==> config.mk <==
export PLATFORM = sky130hd
export DESIGN_NAME = clock_display_driver
export DESIGN_NICKNAME = d
export VERILOG_FILES = /design/src/rtl/clock_display_driver.sv
export SDC_FILE = /design/constraint.sdc
export NUM_CORES = 1
export LEC_CHECK = 0
export ABC_AREA = 1
export ABC_CLOCK_PERIOD_IN_PS = 2460
export BUFFER_PORTS_ARGS = -buffer_cell sky130_fd_sc_hd__buf_2
export CELL_PAD_IN_SITES_DETAIL_PLACEMENT = 0
export CELL_PAD_IN_SITES_GLOBAL_PLACEMENT = 1
export CORE_ASPECT_RATIO = 0.5
export CORE_UTILIZATION = 42
export DETAILED_ROUTE_END_ITERATION = 12
export PLACE_DENSITY_LB_ADDON = 0.1
export RECOVER_POWER = 50
export SLEW_MARGIN = 30
export SYNTH_ARGS = -nofsm -noshare
export SYNTH_HDL_FRONTEND = slang
export SYNTH_SLANG_ARGS = --single-unit
==> constraint.sdc <==
create_clock -name i_clk -period 2.46 [get_ports i_clk]
set_input_delay 0.246 -clock i_clk [delete_from_list [all_inputs] [get_ports i_clk]]
set_output_delay 0.246 -clock i_clk [all_outputs]
set_load 0.005 [all_outputs]
==> src/rtl/clock_display_driver.sv <==
// clock_display_driver: snapshots hr/min/sec once per frame, converts each field to BCD by repeated
// subtract-ten, and scans the six digits onto a shared 7-segment bus with a blinking dp colon.
module clock_display_driver #(
    parameter int SCAN_DIV   = 1000,
    parameter bit ACTIVE_LOW = 1'b1
) (
    input  logic       i_clk,
    input  logic       i_rst,
    input  logic [4:0] i_hr,
    input  logic [5:0] i_min,
    input  logic [5:0] i_sec,
    input  logic [5:0] i_blank_mask,
    output logic [6:0] o_seg,
    output logic       o_dp,
    output logic [5:0] o_an
);
    localparam int PW = $clog2(SCAN_DIV);

    typedef enum logic [1:0] {IDLE, LOAD, CONV, COMMIT} state_t;

    state_t        state, state_nx;
    logic [PW-1:0] pcnt;
    logic [2:0]    idx;
    logic          first, pwrap, frame_start, any_ge, blank;
    logic [4:0]    w_h;
    logic [5:0]    w_m, w_s;
    logic [2:0]    t_h, t_m, t_s;
    logic [3:0]    dig [6];
    logic [5:0]    onehot, an_nx;
    logic [6:0]    seg_nx;
    logic          dp_nx;

    function automatic logic [6:0] seg7(input logic [3:0] d);
        case (d)
            4'd0:    seg7 = 7'h3F;
            4'd1:    seg7 = 7'h06;
            4'd2:    seg7 = 7'h5B;
            4'd3:    seg7 = 7'h4F;
            4'd4:    seg7 = 7'h66;
            4'd5:    seg7 = 7'h6D;
            4'd6:    seg7 = 7'h7D;
            4'd7:    seg7 = 7'h07;
            4'd8:    seg7 = 7'h7F;
            4'd9:    seg7 = 7'h6F;
            default: seg7 = 7'h00;
        endcase
    endfunction

    assign pwrap       = pcnt == PW'(SCAN_DIV - 1);
    assign frame_start = first | (pwrap && idx == 3'd5);
    assign any_ge      = w_h >= 5'd10 || w_m >= 6'd10 || w_s >= 6'd10;

    // first is set by reset so the frame right after release kicks off a conversion
    always_ff @(posedge i_clk) begin
        if (i_rst) begin
            pcnt  <= '0;
            idx   <= '0;
            first <= 1'b1;
        end else begin
            first <= 1'b0;
            pcnt  <= pwrap ? '0 : pcnt + 1'b1;
            if (pwrap) idx <= (idx == 3'd5) ? 3'd0 : idx + 3'd1;
        end
    end

    always_ff @(posedge i_clk) begin
        if (i_rst) state <= IDLE;
        else state <= state_nx;
    end

    always_comb begin
        state_nx = state;
        case (state)
            IDLE:    state_nx = frame_start ? LOAD : IDLE;
            LOAD:    state_nx = CONV;
            CONV:    state_nx = any_ge ? CONV : COMMIT;
            default: state_nx = IDLE;
        endcase
    end

    always_ff @(posedge i_clk) begin
        if (i_rst) begin
            w_h <= '0;
            w_m <= '0;
            w_s <= '0;
            t_h <= '0;
            t_m <= '0;
            t_s <= '0;
            dig <= '{default: '0};
        end else if (state == LOAD) begin
            w_h <= i_hr;
            w_m <= i_min;
            w_s <= i_sec;
            t_h <= '0;
            t_m <= '0;
            t_s <= '0;
        end else if (state == CONV) begin
            if (w_h >= 5'd10) begin
                w_h <= w_h - 5'd10;
                t_h <= t_h + 3'd1;
            end
            if (w_m >= 6'd10) begin
                w_m <= w_m - 6'd10;
                t_m <= t_m + 3'd1;
            end
            if (w_s >= 6'd10) begin
                w_s <= w_s - 6'd10;
                t_s <= t_s + 3'd1;
            end
        end else if (state == COMMIT) begin
            dig[0] <= {1'b0, t_h};
            dig[1] <= w_h[3:0];
            dig[2] <= {1'b0, t_m};
            dig[3] <= w_m[3:0];
            dig[4] <= {1'b0, t_s};
            dig[5] <= w_s[3:0];
        end
    end

    // colon dp on digits 1 and 3 blinks with the parity of the seconds ones digit
    assign onehot = 6'd1 << idx;
    assign blank  = |(i_blank_mask & onehot);
    assign an_nx  = blank ? '0 : onehot;
    assign seg_nx = blank ? '0 : seg7(dig[idx]);
    assign dp_nx  = ~blank & (idx == 3'd1 | idx == 3'd3) & ~dig[5][0];

    always_ff @(posedge i_clk) begin
        if (i_rst) begin
            o_an  <= {6{ACTIVE_LOW}};
            o_seg <= {7{ACTIVE_LOW}};
            o_dp  <= ACTIVE_LOW;
        end else begin
            o_an  <= an_nx ^ {6{ACTIVE_LOW}};
            o_seg <= seg_nx ^ {7{ACTIVE_LOW}};
            o_dp  <= dp_nx ^ ACTIVE_LOW;
        end
    end
endmodule
=== Word level (Yosys, flattened, before mapping) ===
Memories as Yosys holds them, arrays and structs flattened.
Index checks and enable logic that the tools add are counted.

* RAM bits: 0
* Output and inout port bits: 14
* Bits in latches: 0
* Memories kept: 1
* Bits in read-only memories: 112
* Register bits after elaboration: 77

{| class="wikitable"
|+ Memories
! memory !! depth !! bits a word !! read ports !! clocked after Yosys merged registers in !! wr ports !! line !! RTL
|-
| (name not given) || 16 || 7 || 1 || 0 || 0 || 34 || <nowiki>case (d)</nowiki>
|}

* Shift-type cells: 1
* Bitwise logic cells: 13
* $lt $le $gt $ge: 4
* Add/sub/neg operators: 8
* Equal/unequal tests: 7
* Div/mod/pow operators: 0
* Reductions and logical operators: 18
* $mul: 0
* Multiplexer cells: 19

{| class="wikitable"
|+ Operators with widths
! operator !! number
|-
| 6-bit 2-to-1 mux || 7
|-
| 5-bit 2-to-1 mux || 3
|-
| 3-bit by 1-bit adder with 3-bit output, second input constant || 4
|-
| 4-bit binary-select mux with 3-bit select || 1
|-
| 6-bit by 4-bit greater-or-equal comparator with 1-bit output, second input constant || 2
|-
| 2-bit AND reduction || 6
|-
| 6-bit by 4-bit subtractor with 6-bit output, second input constant || 2
|-
| 10-bit by 1-bit adder with 10-bit output, second input constant || 1
|-
| 10-bit equality test, second input constant || 1
|-
| 4-bit 2-to-1 mux || 2
|-
| 2-bit nonzero test || 4
|-
| 7-bit 2-to-1 mux || 1
|-
| 7-bit inverter || 1
|-
| 6-bit AND || 1
|-
| 6-bit inverter || 1
|-
| 2-bit case mux with 3 select lines || 1
|-
| 6-bit OR reduction || 1
|-
| 1-bit by 3-bit left shift with 6-bit output, first input constant || 1
|-
| 5-bit by 4-bit greater-or-equal comparator with 1-bit output, second input constant || 1
|-
| 1-bit inverter || 5
|-
| 5-bit by 4-bit subtractor with 5-bit output, second input constant || 1
|-
| 2-bit equality test, second input constant || 2
|-
| 4-bit greater-or-equal comparator, second input constant || 1
|-
| 3-bit inverter with 4-bit output || 1
|-
| 13 further kinds || 19
|}

=== Longest topological paths before layout ===
Gate-level depths: netlist of run 1.

* Depth after elaboration: 7
* Gate-level depth with buffers: 13

=== Worst setup path after synthesis of run 1 ===
Ideal clock, no wire load.

* Path type: register to register
* From: register idx[0]
* To: register o_seg[0]
* Path buffers: 1
* Period minus slack after synthesis: 1743 ps
* Library setup time: 131 ps
* Setup slack: 717 ps
* Arrival: 1612 ps
* Required time: 2329 ps
* Stages on the path, launching flop included: 12
* Cells stage by stage: dfxtp_1 > buf_6 > o21ai_0 > nand2_1 > nand2_1 > a21oi_1 > inv_1 > ha_1 > inv_1 > nand3_1 > nand3_1 > nand3_1

* Word-level cells in the longest chain between the ends: 7
* Elaborated cells between the ends (all ways): 10
* Those cells by class: shift (1); mux (4); bitwise (3); reduce/logical (1); memory (1)

{| class="wikitable"
|+ Ends and longest elaborated chain
! element !! line !! RTL
|-
| start, declared || 23 || <nowiki>logic [2:0] idx;</nowiki>
|-
| start signal, assigned || 62 || <nowiki>if (pwrap) idx <= (idx == 3'd5) ? 3'd0 : idx + 3'd1;</nowiki>
|-
| 3-bit inverter with 4-bit output (implied by the code) || 124 || <nowiki>assign seg_nx = blank ? '0 : seg7(dig[idx]);</nowiki>
|-
| 4-bit binary-select mux with 3-bit select || 124 ||
|-
| 4-bit 2-to-1 mux (implied by the code) (2 in a row) || 124 ||
|-
| memory read 16 x 7 bit || - ||
|-
| 7-bit 2-to-1 mux (*) || 124 ||
|-
| 7-bit inverter (no source line) (*) || - ||
|-
| end signal, assigned || 130 || <nowiki>o_seg <= {7{ACTIVE_LOW}};</nowiki>
|-
| end signal, assigned || 134 || <nowiki>o_seg <= seg_nx ^ {7{ACTIVE_LOW}};</nowiki>
|-
| end, declared || 13 || <nowiki>output logic [6:0] o_seg,</nowiki>
|}

Mark *: on every way between the ends. The rest lies on a longest branch, timed or not. The select of a mux whose other input is x is not followed.
A chain may end at the register's enable or synchronous reset.

=== Final worst setup path of run 1 ===
* From: register idx[0]
* To: register o_seg[3]

Same word-level chain as after synthesis.

==> load_flow_metrics.sql, run 1 <==
INSERT INTO impl_metrics (metric_group, metric, value, unit) VALUES
('outcome', 'outcome', 'finished clean', ''),
('logic_synthesis', 'synthDominantCellAreaShare', '42.6', '%'),
('critical_path', 'critical_path_buf_inv_count', '3', ''),
('critical_path', 'timing_worst_setup_path_type', 'reg -> reg', ''),
('sta', 'fin_skew', '0.00533', 'ns'),
('logic_synthesis', 'synthesis.area', '0.00362', 'mm^2'),
('sta', 'min_period_over_period', '84.8', '%'),
('sta', 'max_freq', '0.480', 'GHz'),
('global_routing', 'grt_usage', '19.9', '%'),
('routing', 'antenna_left', '0', ''),
('cts', 'worst_skew_pair.late_latency', '0.34', 'ns'),
('die', 'die_height', '67.6', 'um'),
('critical_path', 'timing.reg2reg.worst_path_depth', '10', ''),
('routing', 'drt_first_iter_violations', '142', ''),
('cts', 'post_cts_resize_count', '0', ''),
('critical_path', 'path_delay_family', 'flip-flops', ''),
('placed_design', 'dp_hpwl', '5.77', 'mm'),
('cts', 'cts_tree', 'done', ''),
('cts', 'cts.sink_count', '77', ''),
('die', 'std_cell_rows', '23', ''),
('logic_synthesis', 'yosys.area.top_type', 'dfxtp_1', ''),
('logic_synthesis', 'synth_warnings', '0', ''),
('logic_synthesis', 'asyncSetResetFlopFracSynth', '0', '%'),
('logic_synthesis', 'synth.top_cells.by_count', 'nand2_1 (122), dfxtp_1 (77), inv_1 (52), o21ai_0 (52), nor2_1 (49)', ''),
('final_layout', 'syn2layout_area_growth', '15.5', '%'),
('logic_synthesis', 'syn-num-nets', '548', ''),
('cts', 'ctsLongestPathBuffers', '2', ''),
('critical_path', 'cp_slowest_cell', 'dfxtp_1', ''),
('hold_path', 'holdCritPathClass', 'in -> reg', ''),
('critical_path', 'worst-path-stages', '10', ''),
('final_layout', 'num-nets-final', '585', ''),
('sta', 'setup-tns-final', '0', 'ns'),
('routing', 'detail_route.wl_per_cell', '12.1', 'um'),
('pwr', 'vdd_drop_max', '0.355', 'mV'),
('logic_synthesis', 'ys.flop_type', 'dfxtp_1', ''),
('logic_synthesis', 'synth_area_leaders', 'dfxtp_1 (43%), nand2_1 (13%), o21ai_0 (7.2%)', ''),
('routing', 'average_vias_per_placed_instance', '4.63', ''),
('die', 'design.core.area', '0.00817', 'mm^2'),
('cts', 'tritoncts.num_buffers', '9', ''),
('critical_path', 'cp_cell_sequence', 'inv_4 > nand3_1 > o21ai_0 > a21oi_1 > inv_1 > ha_1 > inv_1 > nand3_1 > nand3_1 > nand3_1', ''),
('global_routing', 'grt_overflow_total', '0', ''),
('sta', 'final_period_minus_worst_setup_slack', '2.09', 'ns'),
('cts', 'cts_hold_buf', '0', ''),
('sta', 'rsz0062_at_grt', 'no', ''),
('cts', 'clkTransAtPathRegs', '0.06', 'ns'),
('die', 'pin_count', '39', ''),
('logic_synthesis', 'postSynthAreaPerCell', '7.16', 'um^2'),
('logic_synthesis', 'ys_seq_elements', '77', ''),
('placed_design', 'routabilityCongestion', '0.773', ''),
('pwr', 'power.density', '848', 'mW/mm^2'),
('logic_synthesis', 'synth.yosys.seq_area_share', '42.6', '%'),
('routing', 'route.detailed.drc', '0', ''),
('pwr', 'leakagePower', '0.00188', 'uW'),
('job', 'drv_cap', '0', ''),
('critical_path', 'cp_slowest_stage_delay', '0.64', 'ns'),
('sta', 'timing.final.max_slew_violations', '0', ''),
('logic_synthesis', 'synthMostInstantiatedCell', 'nand2_1', ''),
('final_layout', 'num_antenna_cells', '0', ''),
('die', 'initial_utilization', '44.2', '%'),
('die', 'floorplan.die_area', '0.00901', 'mm^2'),
('sta', 'final_setup_viols', '0', ''),
('global_routing', 'grt_antenna_before_repair', '0', ''),
('pwr', 'total_power', '3540', 'uW'),
('global_routing', 'first_global_vias', '2894', ''),
('hold_path', 'worstHoldPathCells', '3', ''),
('die', 'fp.dieW', '133', 'um'),
('critical_path', 'path_max_fanout', '13', ''),
('logic_synthesis', 'netlist-cell-type-count', '31', ''),
('final_layout', 'layout_cell_share_with_drive_strength_beyond_1', '11.5', '%'),
('sta', 'measured_slew_at_the_worst_slew_check_pin', '1.03', 'ns'),
('sta', 'timing.slew.headroom', '31.2', '%');
==> area by class of cell <==
cell class | count | area (um^2)
tap | 112 | 140
timing repair buffer | 41 | 201
multi-input combinational | 355 | 1780
fill | 851 | 4000
clock buffer | 12 | 246
sequential | 77 | 1540
clock inverter | 4 | 47.5
inverter | 58 | 220
==> final timing paths <==
check             slack [ns]  startpoint       end
setup / recovery        0.37      idx[0]  o_seg[3]
hold / removal          0.15    i_min[0]    w_m[0]
setup reg to reg        0.37      idx[0]  o_seg[3]
hold reg to reg         0.45     pcnt[0]   pcnt[0]
==> registers in the layout, summed over array words and instances (netlist names), 5 cells and up <==
| name | flops |
|---|---|
| w_m | 6 |
| w_s | 6 |
| w_h | 5 |
| o_an | 6 |
| o_seg | 7 |
| pcnt | 10 |
| dig | 21 |
==> through the flow <==
step	util, %	worst slack, ns	area (um^2)	hold WS, ns	cells
2_1_floorplan	-	0.717	3620	0.274	505
3_3_place_gp	47.6	0.424	3890	0.432	643
3_5_place_dp	47.6	0.369	3890	0.444	643
4_1_cts	51.2	0.363	4190	0.140	659
5_1_grt	51.1	0.0509	4180	0.158	659
6_report	51.1	0.375	4180	0.149	659
==> layout by cell type, fill, tap and decap left out, drive strengths merged <==
master	n
nand4	3
o211ai	1
xor2	6
buf	34
bufinv	1
a31oi	1
or2	4
clkinv	3
nor2	50
nor3b	2
nand2	125
inv	57
o31ai	1
a21oi	45
dfxtp	77
nand3	34
xnor2	1
clkinvlp	1
clkbuf	19
nor3	7
o21ai	55
ha	18
o21a	1
nand3b	1
==> worst min-delay path, cell delays in order <==
cell and delay [ns]:
buf_2 0.08, nor2_1 0.04, nor2_1 0.08
==> logic make-up after synthesis <==
kind of cell,synth area share (%)
simple gates,26.5
buf+inv,8.17
xor+xnor,1.70
flops,42.6
fa+ha+maj,6.23
compound gates,14.7
==> where the power goes <==
group | total (uW) | switching, uW | internal (uW)
combinational | 757 | 490 | 267
sequential | 1470 | 88.2 | 1380
clock | 1310 | 502 | 810
==> routing by layer <==
metal,up-vias,wire length (um),GRT usage [%]
li1,1701,-,-
met2,59,2980,29.6
met1,1288,4550,27.7
met4,0,48,5.54
met5,-,0,0
met3,4,362,6.23
Power figures use the tool's default switching activity.
==> run 2, diff against run 1 <==
ABC_AREA = 0   (was 1)
ABC_CLOCK_PERIOD_IN_PS = 1800   (was 2460)
CORE_UTILIZATION = 40   (was 42)
clock period = 1.8 ns   (was 2.46 ns; I/O delays follow)
==> run 2 against run 1 <==
Compared with the run above:
- total power increased by 30%
- sequential power increased by 27%
- global-route usage decreased by 0.82 points
- clock-buffer cell count unchanged
- clock power increased by 50%
- core utilization increased by 1.3 points
- design area increased by 9.9%
- sequential share of layout area decreased by 3.2 points
- via count decreased by 2.3%
- worst setup slack got worse by 0.34 ns
- highest routed layer unchanged
==> load_flow_metrics.sql, run 2 <==
INSERT INTO impl_metrics (metric_group, metric, value, unit) VALUES
('sta', 'measured_slew_at_the_worst_slew_check_pin', '0.955', 'ns'),
('final_layout', 'largest_register_ff_count', '21', ''),
('critical_path', 'worst_setup_path_endpoint', 'o_seg[6]', ''),
('sta', 'fin_skew', '0.00549', 'ns'),
('final_layout', 'final_instance_count_without_filler_cells', '592', ''),
('routing', 'route.vias.total', '2982', ''),
('final_layout', 'reg_top3', 'dig x21, pcnt x10, o_seg x7', ''),
('cts', 'buffer_cell_driving_the_clock_tree_root', 'clkbuf_16', ''),
('logic_synthesis', 'ys_seq_elements', '77', ''),
('placed_design', 'routabilityCongestion', '0.788', ''),
('critical_path', 'rr_startpoint', 'idx[0]', ''),
('final_layout', 'num_antenna_cells', '0', ''),
('routing', 'antenna_left', '0', ''),
('routing', 'detail_route.wirelength', '8.74', 'mm'),
('pwr', 'vdd_drop_max', '0.551', 'mV'),
('global_routing', 'grt_usage', '19.1', '%'),
('logic_synthesis', 'asyncSetResetFlopFracSynth', '0', '%'),
('routing', 'detail_route.wl_per_cell', '14.8', 'um'),
('logic_synthesis', 'netlist-cell-type-count', '49', ''),
('placed_design', 'numPlacedInstances', '569', ''),
('global_routing', 'first_global_vias', '2834', ''),
('logic_synthesis', 'synth-edff-count', '0', ''),
('routing', 'route.detailed.drc', '0', ''),
('pwr', 'power.density', '1000', 'mW/mm^2'),
('die', 'die_height', '69.4', 'um'),
('logic_synthesis', 'synthDominantCellAreaShare', '42.5', '%'),
('cts', 'cts_max_level', '3', ''),
('logic_synthesis', 'synthMostInstantiatedCell', 'dfxtp_1', ''),
('logic_synthesis', 'synth_area_leaders', 'dfxtp_1 (42%), mux2i_1 (9.7%), nor2_1 (6.9%)', ''),
('hold_path', 'holdCritPathClass', 'in -> reg', ''),
('logic_synthesis', 'postSynthAreaPerCell', '8.94', 'um^2'),
('critical_path', 'ff2ff_setup_slack', '0.03', 'ns'),
('logic_synthesis', 'syn-num-nets', '449', ''),
('placed_design', 'io_buffers', '38', ''),
('critical_path', 'worstSetupStartpointType', 'register', ''),
('outcome', 'outcome', 'finished clean', ''),
('critical_path', 'critPathLaunch', 'idx[0]', ''),
('job', 'drv_cap', '0', ''),
('critical_path', 'critPathCaptureType', 'register', ''),
('routing', 'average_vias_per_placed_instance', '5.04', ''),
('routing', 'drt_first_iter_violations', '110', ''),
('global_routing', 'grt_overflow_total', '0', ''),
('sta', 'layout_setup_ws', '0.0320', 'ns'),
('placed_design', 'dp_hpwl', '6.28', 'mm'),
('sta', 'min_period_over_period', '98.2', '%'),
('final_layout', 'finalCoreUtilization', '52.4', '%'),
('sta', 'rsz0062_at_grt', 'yes', ''),
('placed_design', 'pre_cts_slack', '-0.114', 'ns'),
('routing', 'count_of_tritonroute_iterations_in_the_first_routing_pass', '5', ''),
('pwr', 'power.switching', '1200', 'uW'),
('cts', 'cts.sink_count', '77', ''),
('logic_synthesis', 'synthesis.area', '0.00363', 'mm^2'),
('die', 'floorplan.die_area', '0.00948', 'mm^2'),
('sta', 'final_setup_viols', '0', ''),
('cts', 'tritoncts.num_buffers', '9', ''),
('cts', 'cts_hold_buf', '0', ''),
('sta', 'report.final.hold_viol_count', '0', ''),
('logic_synthesis', 'yosys.area.top_type', 'dfxtp_1', ''),
('critical_path', 'arrival', '1.97', 'ns'),
('final_layout', 'syn2layout_area_growth', '26.5', '%'),
('logic_synthesis', 'synth.yosys.seq_area_share', '42.5', '%'),
('die', 'design.core.area', '0.00877', 'mm^2'),
('critical_path', 'timing.reg2reg.worst_path_depth', '6', ''),
('die', 'std_cell_rows', '24', ''),
('pwr', 'power.clock.fraction', '42.7', '%'),
('global_routing', 'grt_max_degree', '22', ''),
('die', 'fp.dieW', '137', 'um'),
('pwr', 'power_frac_comb', '16.8', '%'),
('global_routing', 'grt_antenna_before_repair', '0', ''),
('logic_synthesis', 'synth_warnings', '0', ''),
('cts', 'cts_tree', 'done', ''),
('sta', 'timing.slew.headroom', '36.3', '%'),
('cts', 'worst_skew_pair.late_latency', '0.33', 'ns'),
('critical_path', 'req_time_crit_path', '2.00', 'ns'),
('critical_path', 'path_max_fanout', '6', ''),
('final_layout', 'layout.cells.most_common', 'dfxtp_1', ''),
('cts', 'ctsLongestPathBuffers', '2', ''),
('pwr', 'design_internal_power', '3410', 'uW'),
('critical_path', 'path_delay_family', 'multiplexers', ''),
('critical_path', 'cp_slowest_cell', 'mux4_2', ''),
('final_layout', 'num-nets-final', '513', ''),
('logic_synthesis', 'ys.flop_type', 'dfxtp_1', ''),
('die', 'initial_utilization', '41.4', '%'),
('critical_path', 'crit-reg2reg-capture', 'o_seg[6]', ''),
('final_layout', 'fillerInstances', '833', ''),
('global_routing', 'global_route_wire_length_before_repair', '13.9', 'mm'),
('critical_path', 'timing_worst_setup_path_type', 'reg -> reg', ''),
('critical_path', 'critical_path_buf_inv_count', '1', ''),
('final_layout', 'largest_register', 'dig', ''),
('critical_path', 'cp_cell_sequence', 'mux4_2 > nor2b_4 > a2111oi_4 > buf_4 > nor2b_1 > a32oi_1', ''),
('pwr', 'pwr-share-seq', '40.5', '%'),
('sta', 'final_period_minus_worst_setup_slack', '1.77', 'ns'),
('critical_path', 'worst-path-stages', '6', ''),
('sta', 'timing.final.max_slew_violations', '0', ''),
('sta', 'max_freq', '0.566', 'GHz'),
('final_layout', 'mostFrequentLayoutCells', 'dfxtp_1 (74), nor2_1 (66), mux2i_1 (31), buf_4 (31), buf_2 (27)', ''),
('final_layout', 'layout_cell_share_with_drive_strength_beyond_1', '24.2', '%'),
('logic_synthesis', 'synth.top_cells.by_count', 'dfxtp_1 (77), nor2_1 (67), mux2i_1 (35), nand2_1 (24), inv_1 (21)', ''),
('cts', 'clkTransAtPathRegs', '0.06', 'ns'),
('die', 'pin_count', '39', ''),
('logic_synthesis', 'syn_inst', '406', ''),
('pwr', 'leakagePower', '0.00175', 'uW'),
('critical_path', 'cp_slowest_stage_delay', '0.51', 'ns'),
('pwr', 'switching_share', '26.0', '%');
[run 2: cell type report]
cell class                      count  area (um^2)  area share (%)
Multi-Input combinational cell    285         2000            43.5
Tap cell                          117          146            3.19
Timing Repair Buffer               76          494            10.8
Sequential cell                    77         1550            33.7
Clock inverter                      4         70.1            1.53
Inverter                           21         78.8            1.72
Clock buffer                       12          256            5.59
[run 2: repair_timing]
item                       in CTS  in global routing
buffers inserted                5                  1
setup endpoints to repair      10                 17
pin swaps                       3                  8
gates resized for setup         5                 24
gates cloned                    0                  1
[run 2: how the worst min path moves through the flow]
| stage | from | slack [ns] | end | cells past startpoint |
|---|---|---|---|---|
| 2_1_floorplan | i_rst | 0.21 | first | 0 |
| 3_3_place_gp | i_sec[0] | 0.41 | w_s[0] | 3 |
| 3_5_place_dp | i_sec[0] | 0.42 | w_s[0] | 3 |
| 4_1_cts | i_min[0] | 0.08 | w_m[0] | 3 |
| 5_1_grt | i_sec[0] | 0.1 | w_s[0] | 3 |
| 6_report | i_hr[0] | 0.1 | w_h[0] | 3 |
[run 2: tightest hold or removal path, delay by kind of cell]
kind	cells	cell delay [ns]
buffers and inverters	1	0.08
multiplexers	1	0.05
AND/OR/NAND/NOR	1	0.07
[run 2: cells by family after synthesis]
| logic type | synth area share [%] |
|---|---|
| fa+ha+maj | 6.20 |
| xor+xnor | 3.38 |
| simple gates | 19.1 |
| buf+inv | 5.24 |
| mux | 10.9 |
| flops | 42.5 |
| compound gates | 12.7 |
[run 2: per-stage QoR]
stage	hold slack [ns]	area, um^2	total power, uW	setup TNS (ns)
after global placement	0.410	4110	2650	-0.0100
after detailed placement	0.425	4110	2670	-0.326
after global routing	0.0990	4590	4850	-0.110
after floorplan	0.208	3640	2390	-0.0806
final	0.0956	4590	4610	0
after CTS	0.0790	4490	4660	0
[run 2: routing by layer]
layer,track usage [%],up-vias,wire [um],part of all wire [%]
li1,-,1523,-,-
met4,6.30,0,51,0.58
met3,5.85,4,344,3.9
met1,25.8,1413,4560,52
met2,28.8,42,3790,43
met5,0,-,0,0
[run 2: power groups by stage]
stage | logic, uW | clock network (uW) | registers, uW
CTS | 776 | 2020 | 1860
detailed placement | 764 | 0 | 1900
global placement | 749 | 0 | 1900
floorplan | 505 | 0 | 1890
global route | 871 | 2100 | 1880
finish | 775 | 1970 | 1860
==> run 3, diff against run 2 <==
ABC_AREA = 1   (was 0)
ABC_CLOCK_PERIOD_IN_PS = 1900   (was 1800)
CORE_UTILIZATION = 42   (was 40)
clock period = 1.9 ns   (was 1.8 ns; I/O delays follow)
==> run 3 against run 2 <==
Compared with the run above:
- clock-buffer cell count is 2 lower
- wire length down 6.3%
- non-clock buffer count decreased by 23
- die area decreased by 5.0%
- total power grew 5.9%
- design area is 6.3% lower
- core utilization grew 0.29 points
- first-iteration DRC count rose by 81%
- flip-flop and latch count unchanged
- cell count grew 13%
- largest cell class unchanged
- highest routed layer unchanged
==> load_flow_metrics.sql, run 3 (synthesis results as in run 1) <==
INSERT INTO impl_metrics (metric_group, metric, value, unit) VALUES
('routing', 'drt_first_iter_violations', '199', ''),
('pwr', 'power.density', '1130', 'mW/mm^2'),
('sta', 'timing.final.max_slew_violations', '0', ''),
('routing', 'detail_route.wirelength', '8.19', 'mm'),
('final_layout', 'num_antenna_cells', '0', ''),
('sta', 'final_period_minus_worst_setup_slack', '1.67', 'ns'),
('die', 'floorplan.die_area', '0.00901', 'mm^2'),
('cts', 'cts_max_level', '3', ''),
('final_layout', 'mostFrequentLayoutCells', 'nand2_1 (122), dfxtp_1 (76), inv_1 (52), o21ai_0 (52), nor2_1 (49)', ''),
('placed_design', 'routabilityCongestion', '0.813', ''),
('hold_path', 'holdCritPathClass', 'in -> reg', ''),
('sta', 'final_setup_viols', '0', ''),
('pwr', 'power.clock.fraction', '39.5', '%'),
('sta', 'setup-tns-final', '0', 'ns'),
('routing', 'detail_route.wl_per_cell', '12.2', 'um'),
('final_layout', 'largest_register', 'dig', ''),
('final_layout', 'largest_register_ff_count', '21', ''),
('pwr', 'vdd_drop_max', '0.497', 'mV'),
('pwr', 'design_internal_power', '3450', 'uW'),
('outcome', 'outcome', 'finished clean', ''),
('job', 'drv_cap', '0', ''),
('sta', 'report.final.hold_viol_count', '0', ''),
('routing', 'antenna_left', '0', ''),
('pwr', 'switching_share', '29.2', '%'),
('final_layout', 'num-nets-final', '597', ''),
('final_layout', 'layout_cell_share_with_drive_strength_beyond_1', '13.6', '%'),
('sta', 'fin_skew', '0.00505', 'ns'),
('cts', 'cts.sink_count', '77', ''),
('global_routing', 'grt_antenna_before_repair', '0', ''),
('pwr', 'pwr-share-seq', '39.2', '%'),
('final_layout', 'finalCoreUtilization', '52.6', '%'),
('critical_path', 'req_time_crit_path', '2.12', 'ns'),
('sta', 'max_freq', '0.598', 'GHz'),
('placed_design', 'place_area', '0.00398', 'mm^2'),
('critical_path', 'critPathCaptureType', 'register', ''),
('routing', 'route.vias.total', '3147', ''),
('die', 'fp.dieW', '133', 'um'),
('final_layout', 'final_cell_area', '0.00430', 'mm^2'),
('global_routing', 'grt_max_degree', '37', ''),
('global_routing', 'global_route_wire_length_before_repair', '13.8', 'mm'),
('cts', 'post_cts_resize_count', '0', ''),
('routing', 'count_of_tritonroute_iterations_in_the_first_routing_pass', '4', ''),
('die', 'initial_utilization', '44.2', '%'),
('cts', 'tritoncts.num_buffers', '9', ''),
('critical_path', 'worstSetupStartpointType', 'register', ''),
('critical_path', 'path_max_fanout', '5', ''),
('cts', 'ctsLongestPathBuffers', '2', ''),
('placed_design', 'dp_hpwl', '5.93', 'mm'),
('critical_path', 'arrival', '1.89', 'ns'),
('sta', 'rsz0062_at_grt', 'no', ''),
('cts', 'cts_hold_buf', '0', ''),
('cts', 'clkTransAtPathRegs', '0.06', 'ns'),
('sta', 'timing.slew.headroom', '58.6', '%'),
('cts', 'post-cts-setup-buffers', '0', ''),
('die', 'design.core.area', '0.00817', 'mm^2'),
('placed_design', 'io_buffers', '38', ''),
('pwr', 'power_frac_comb', '21.3', '%'),
('global_routing', 'grt_usage', '20.2', '%'),
('routing', 'route.detailed.drc', '0', ''),
('sta', 'min_period_over_period', '88.0', '%'),
('global_routing', 'first_global_vias', '2868', ''),
('die', 'std_cell_rows', '23', ''),
('pwr', 'leakagePower', '0.00196', 'uW'),
('pwr', 'power.switching', '1430', 'uW'),
('final_layout', 'layout.cells.most_common', 'nand2_1', ''),
('die', 'die_height', '67.6', 'um'),
('cts', 'cts_tree', 'done', ''),
('cts', 'worst_skew_pair.late_latency', '0.33', 'ns'),
('die', 'pin_count', '39', ''),
('critical_path', 'timing_worst_setup_path_type', 'reg -> reg', ''),
('final_layout', 'reg_top3', 'dig x21, pcnt x10, o_seg x7', ''),
('pwr', 'total_power', '4880', 'uW'),
('sta', 'measured_slew_at_the_worst_slew_check_pin', '0.621', 'ns'),
('routing', 'average_vias_per_placed_instance', '4.70', ''),
('final_layout', 'syn2layout_area_growth', '19.0', '%'),
('global_routing', 'grt_overflow_total', '0', ''),
('cts', 'buffer_cell_driving_the_clock_tree_root', 'clkbuf_16', '');
## run 3: cell types whose count changed in the layout (fill, tap and decap cells not counted), sizes merged, moves of 19 or more
cell / before / now
nand2: 24 / 125
buf: 62 / 43
a21oi: 20 / 45
o21ai: 13 / 55
mux2i: 35 / 0
inv: 21 / 57
## run 3: layer usage
metal | global-route usage (%) | wire, um | part of all wire (%) | vias up
li1 | - | - | - | 1730
met1 | 28.2 | 4580 | 56 | 1345
met2 | 28.8 | 3110 | 38 | 64
met3 | 7.13 | 420 | 5.1 | 8
met4 | 6.68 | 78 | 0.95 | 0
met5 | 0 | 0 | 0 | -
## run 3: cell type report
class / count / area (um^2)
timing repair buffer: 53 / 285
inverter: 58 / 220
clock buffer: 10 / 229
fill: 853 / 3870
clock inverter: 5 / 100
tap: 112 / 140
multi-input combinational: 355 / 1780
sequential: 77 / 1550
## run 3: critical path: stages (launching register included)
cell and delay [ns]:
dfxtp_1 0.40, inv_1 0.11, ha_1 0.22, or2_2 0.30
nand3_1 0.17, nand2_1 0.15, o21ai_0 0.17, a21oi_1 0.05
## run 3: final timing paths
| path | startpoint | end | slack, ns | cells after the start |
|---|---|---|---|---|
| max | w_h[1] | t_h[0] | 0.23 | 7 |
| min | i_hr[0] | w_h[0] | 0.08 | 3 |
| max reg2reg | w_h[1] | t_h[0] | 0.23 | 7 |
| min reg2reg | pcnt[0] | pcnt[0] | 0.44 | 1 |
## run 3: power by group through the flow
stage	Clock (uW)	Sequential [uW]	Combinational [uW]
after global routing	2060	1930	1220
after CTS	1970	1910	1040
after detailed placement	0	1940	1040
after global placement	0	1940	1040
final	1930	1910	1040
after floorplan	0	1910	750
## run 3: metrics by stage
step	hold slack [ns]	cells	setup WS, ns
after global placement	0.426	655	0.0547
after CTS	0.0703	670	0.00957
after floorplan	0.218	505	0.157
final	0.0797	670	0.229
after detailed placement	0.422	655	0.0387
after global routing	0.0923	670	0.0714
